File: src/rtl/branch_predictor.sv
// Purpose : fetch-stage direct-mapped BTB with 2-bit saturating direction counters.
// Latency : lookup is combinational (zero cycles); updates and flush take effect next cycle.
// Backpr. : none; every update strobe is absorbed in the cycle it is presented.
//
// Ports:
//   clk, rst        clock and asynchronous active-high reset
//   pc_f            fetch PC looked up this cycle
//   pred_taken      redirect fetch to pc_pred
//   pc_pred         predicted target (0 on a miss)
//   bp_flush        invalidate every entry on the next edge; wins over an update
//   upd_*           resolved control-flow outcome from execute
//   perf_hits       lookup-hit count   (built only with BP_PERF_CNT_EN, else 0)
//   perf_mispred    mispredict count   (built only with BP_PERF_CNT_EN, else 0)
//
// Optional feature macro: BP_PERF_CNT_EN
module branch_predictor #(
    parameter int BTB_ENTRIES = 64,
    parameter int TAG_W       = 10
) (
    input  logic        clk,
    input  logic        rst,
    input  logic [31:0] pc_f,
    output logic        pred_taken,
    output logic [31:0] pc_pred,
    input  logic        bp_flush,
    input  logic        upd_valid,
    input  logic [31:0] upd_pc,
    input  logic [31:0] upd_target,
    input  logic        upd_taken,
    input  logic        upd_jump,
    input  logic        upd_mispredict,
    output logic [31:0] perf_hits,
    output logic [31:0] perf_mispred
);

    localparam int IDX_W = $clog2(BTB_ENTRIES);

    logic [BTB_ENTRIES-1:0] valid_q;
    logic [1:0]             ctr_q    [BTB_ENTRIES];
    logic [TAG_W-1:0]       tag_q    [BTB_ENTRIES];
    logic [31:0]            target_q [BTB_ENTRIES];

    logic [IDX_W-1:0] idx_f;
    logic [IDX_W-1:0] idx_u;
    logic [TAG_W-1:0] tag_f;
    logic [TAG_W-1:0] tag_u;
    logic             hit_f;
    logic             hit_u;
    logic             upd_en;

    assign idx_f = pc_f[IDX_W+1:2];
    assign tag_f = pc_f[IDX_W+TAG_W+1:IDX_W+2];
    assign idx_u = upd_pc[IDX_W+1:2];
    assign tag_u = upd_pc[IDX_W+TAG_W+1:IDX_W+2];

    // Lookup reads the registered arrays, so a same-cycle update to the
    // same entry is only seen from the following cycle.
    assign hit_f      = valid_q[idx_f] && (tag_q[idx_f] == tag_f);
    assign pred_taken = hit_f && ctr_q[idx_f][1];
    assign pc_pred    = hit_f ? target_q[idx_f] : 32'h0;

    assign hit_u  = valid_q[idx_u] && (tag_q[idx_u] == tag_u);
    // Tag/target writes are gated with rst as well so a reset landing on an
    // update edge leaves no trace of that update.
    assign upd_en = upd_valid && !bp_flush && !rst;

    // Valid bits and counters: the only array state that needs a reset.
    always_ff @(posedge clk or posedge rst) begin
        if (rst) begin
            valid_q <= '0;
            for (int i = 0; i < BTB_ENTRIES; i++) begin
                ctr_q[i] <= 2'b01;
            end
        end else if (bp_flush) begin
            valid_q <= '0;
        end else if (upd_valid) begin
            if (hit_u) begin
                if (upd_jump) begin
                    ctr_q[idx_u] <= 2'b11;
                end else if (upd_taken) begin
                    if (ctr_q[idx_u] != 2'b11) begin
                        ctr_q[idx_u] <= ctr_q[idx_u] + 2'd1;
                    end
                end else if (ctr_q[idx_u] != 2'b00) begin
                    ctr_q[idx_u] <= ctr_q[idx_u] - 2'd1;
                end
            end else if (upd_taken) begin
                // Only taken outcomes allocate; not-taken misses are ignored.
                valid_q[idx_u] <= 1'b1;
                ctr_q[idx_u]   <= upd_jump ? 2'b11 : 2'b10;
            end
        end
    end

    // Tag and target need no reset: they are masked by valid_q. On a hit the
    // tag rewrite stores the value already present.
    always_ff @(posedge clk) begin
        if (upd_en && upd_taken) begin
            tag_q[idx_u]    <= tag_u;
            target_q[idx_u] <= upd_target;
        end
    end

`ifdef BP_PERF_CNT_EN
    logic [31:0] hits_q;
    logic [31:0] mispred_q;

    always_ff @(posedge clk or posedge rst) begin
        if (rst) begin
            hits_q    <= 32'h0;
            mispred_q <= 32'h0;
        end else begin
            if (hit_f) begin
                hits_q <= hits_q + 32'd1;
            end
            if (upd_valid && upd_mispredict && !bp_flush) begin
                mispred_q <= mispred_q + 32'd1;
            end
        end
    end

    assign perf_hits    = hits_q;
    assign perf_mispred = mispred_q;
`else
    assign perf_hits    = 32'h0;
    assign perf_mispred = 32'h0;
`endif

    // PC offset bits and bits above the tag never take part in a lookup.
    logic unused_ok;
    assign unused_ok = ^{pc_f, upd_pc, upd_mispredict};

endmodule

File: config.mk
export PLATFORM = sky130hd
export DESIGN_NAME = branch_predictor
export DESIGN_NICKNAME = d
export VERILOG_FILES = /design/src/rtl/branch_predictor.sv
export SDC_FILE = /design/constraint.sdc
export NUM_CORES = 2
export LEC_CHECK = 0
export CAP_MARGIN = 15
export CORE_ASPECT_RATIO = 1.75
export CORE_MARGIN = 3
export CORE_UTILIZATION = 65
export DETAILED_ROUTE_END_ITERATION = 16
export PLACE_DENSITY = 0.82
export RECOVER_POWER = 25
export SKIP_LAST_GASP = 1
export SYNTH_ARGS = -nofsm -noshare
export SYNTH_HDL_FRONTEND = slang
export SYNTH_SLANG_ARGS = --single-unit
export TNS_END_PERCENT = 20
File: constraint.sdc
create_clock -name clk -period 12.3 [get_ports clk]
set_input_delay 1.23 -clock clk [delete_from_list [all_inputs] [get_ports clk]]
set_output_delay 1.23 -clock clk [all_outputs]
set_load 0.01 [all_outputs]
==> qor.csv <==
metric,value,unit
status,"finished, violations left",
failing checks,"max-capacitance violations, max-slew violations",
asr flop ratio synth,6.67,%
Top Layer Used,met5,
clock slew at reported path FFs,70,ps
starting density of the core,65.4,%
final setup vio count,0,
"Power, Total",19.8,mW
CP max stage delay,1040,ps
1st-iter DRT viols,14095,
critical path's slowest cell,nand4_1,
hold-fix buffers at CTS,0,
routed length per placed instance,47.0,um
Setup Skew,69.3,ps
initial antenna violation count,27,
fin. max-slew vios,2041,
clock power share,39.3,%
Final Hold Viols,0,
fmax,101,MHz
CTS sink count,2880,
largest net degree at the start of global routing,154,
internal power,15.4,mW
I/O pins,200,
Hold Crit Class,flip-flop to flip-flop,
Top delay family on crit path,buffers and inverters,
CTS root buf,clkbuf_16,
Worst-Margin Slew,3530,ps
met2 wire len,183,mm
hold_ws,518,ps
combinational power share,6.1,%
CP cell instances,buf_8 -> buf_4 -> mux4_2 -> mux4_2 -> mux4_2 -> xnor2_1 -> nand4_1 -> nor4_1 -> nand4_1 -> buf_4 -> a211oi_1 -> clkdlybuf4s50_1,
Die Footprint,0.188,mm^2
I/O Buffers,102,
Slew HR,-136,%
Antenna Violating Nets Remaining,0,
share of layout cells above drive strength 1,28.8,%
"Buf+Inv Stages, Crit Path",4,
drt drc,0,
# nets final,5940,
Max-cap violations,31,
average size of a mapped cell,20.8,um^2
post-synthesis mux area share,20.0,%
xor/xnor cell area share of the yosys netlist,0.0957,%
Max clock buf depth,4,
Synth Area in Compound Gates,3.92,%
Post-synth EDFFs,2688,
NetSw,4.41,mW
Cells after Synth,5715,
CTS tree,built,
Vias,70188,
vias in the first global route,68973,
TritonCTS buffer count,237,
leak pwr,41.0,nW
Met1 Wirelength,114,mm
fin crit share,80.8,%
PostCTS Resize Cnt,0,
hpwl dp,195,mm
First-pass DRT Iterations,14,
total negative setup slack,0,ps
"Clk Latency, worst-skew pair",910,ps
Via density,8.30,
Worst Path Max Fanout,45,
final core utilization,71.8,%
synth-to-layout area growth,9.70,%
die width,329,um
CP Data Arrival Time,8710,ps
Peak VDD IR,0.154,mV
RSZ-0062 raised after global routing,false,
"Seq/Total Area, Yosys",71.9,%
H-tree depth,4,
metal3 WL,61.6,mm
global-route wire length before repair,552,mm
Netlist cell types,78,
core area,0.182,mm^2
Tmin final,9940,ps
Post-CTS Setup Inserts,0,
Synth Register Bits,2880,
crit-path most repeated cell,mux4_2,
chip height,572,um
yosys warns,0,
Post-Synth Simple-Gate Area,2.01,%
sw frac,22.3,%
critical path class,primary input to output pin,
share of power burned in registers,54.5,%
Total GRT Usage,43.1,%
GR Overflow Total,0,
Required @ worst endpoint,11070,ps
Worst setup SP type,primary input,
main flop type after synthesis,edfxtp_1,
post-synthesis adder-cell area fraction,0.0210,%
Site Rows,207,
cell area after synthesis,0.119,mm^2
main combinational cell family by area after synthesis,multiplexers,
Total Wirelength,398,mm
RD Place Congestion,0.922,
Pwr Density,151,mW/mm^2
Setup crit end kind,output pin,
## final timing paths
path                                          from                       to  slack (ps)  depth (start not counted)
max in group asynchronous                      rst  valid_q[27]$_DFFE_PP0P_        7590                          4
min                        valid_q[23]$_DFFE_PP0P_  valid_q[23]$_DFFE_PP0P_         520                          2
max                                        pc_f[2]              pc_pred[24]        2360                         12
max reg2reg                 tag_q[13][5]$_DFFE_PP_    ctr_q[29]$_DFFE_PP0P_        6600                         11
min reg2reg                valid_q[23]$_DFFE_PP0P_  valid_q[23]$_DFFE_PP0P_         520                          2
min in group asynchronous                      rst    ctr_q[47]$_DFFE_PP0P_        1840                          2
## kinds of logic (layout without fill, tap and decap cells)
group | count (synthesis) | after routing
flip-flops | 2880 | 2880
AND/OR/NAND/NOR | 496 | 496
XOR/XNOR | 13 | 13
adder cells (fa/ha/maj) | 2 | 2
multiplexers | 1154 | 1154
AO/OA/AOI/OAI | 681 | 681
other | 1 | 91
buffers and inverters | 488 | 741
## routing by layer
layer  up-vias  global-route usage, %
met5         -                  0.673
met4        17                   31.4
met3      2279                   15.3
met2      8311                   64.3
met1     35154                   52.8
li1      24427                      -
## tightest hold or removal path: cells and delay by family, from the launching register on
kind,cells,cell delay (ps)
AND/OR/NAND/NOR,1,70
AO/OA/AOI/OAI,1,50
flip-flops,1,360
## cell usage after synthesis, drive strengths merged (6+ instances only)
library cell  count  area, um^2
a32oi             9        78.8
buf             251        1510
a221oi           36         315
mux2             27         304
nor4              8        56.3
edfxtp         2688       80700
a221o             7        70.1
xnor2            12         105
nand3            13        65.1
o21ai            92         460
nand3b           14         105
inv              12        45.1
a22o             31         272
mux4            976       22000
a2111oi           6        53.8
o221ai           17         149
a222oi            7        70.1
and3b            13         114
nor3b            11        92.6
a31oi            78         494
nor2b            43         269
clkbuf          224         841
and3              9        56.3
a21oi           154         808
a22oi            68         510
o22a              8        70.1
dfstp            64        1680
nand2           124         465
nand2b           16         100
nand4             8        50.1
nor3              7        46.3
mux2i           151        1510
o41ai            64         561
o22ai            50         313
dfrtp           128        3200
a211oi           32         253
nor2            204         766
## final cells by class
cell class	instances	area (um^2)
flip-flops and latches	2880	85600
fillers	9619	51300
multi-input cells	2410	31800
clock buffers	283	6220
well taps	2403	3010
repair buffers	293	2370
clock inverters	152	1430
diodes	27	67.6
inverters	13	50.0
## through the flow
stage          setup slack, ps  instance area (um^2)  instances
3_5_place_dp              3060                123000       7997
6_report                  2360                131000       8461
5_1_grt                   2470                130000       8441
2_1_floorplan             3450                119000       5778
4_1_cts                   3030                130000       8432
3_3_place_gp              3180                123000       7996
## state kept, by name, summed over array words and instances, names as in the netlist
signal,count
target_q,2048
ctr_q,128
tag_q,640
valid_q,64
## power by group through the flow
stage	clock, mW	sequential [mW]	combinational [mW]
floorplan	0	11.0	0.736
global placement	0	11.0	1.11
detailed placement	0	11.0	1.15
CTS	7.76	10.8	1.18
global route	8.07	10.8	1.25
finish	7.77	10.8	1.22
## cells in the final DEF (no fill, tap or decap), types with 40 or more instances in the layout
master	synthesis	layout
clkinv_2	0	52
nand2_1	124	122
clkdlybuf4s50_1	0	53
o21ai_1	54	54
clkbuf_16	0	241
clkbuf_1	224	66
dfrtp_1	128	128
clkinv_1	1	48
dfstp_2	64	64
o22ai_1	50	50
buf_4	85	179
a31oi_1	77	77
nor2_4	0	65
a21oi_1	144	144
nor2_1	204	139
edfxtp_1	2688	2688
mux4_2	976	976
o41ai_1	64	64
nor2b_1	43	40
mux2i_1	151	151
a22oi_1	68	68
conb_1	1	64
Note: power is estimated with default switching activity, not from simulation.
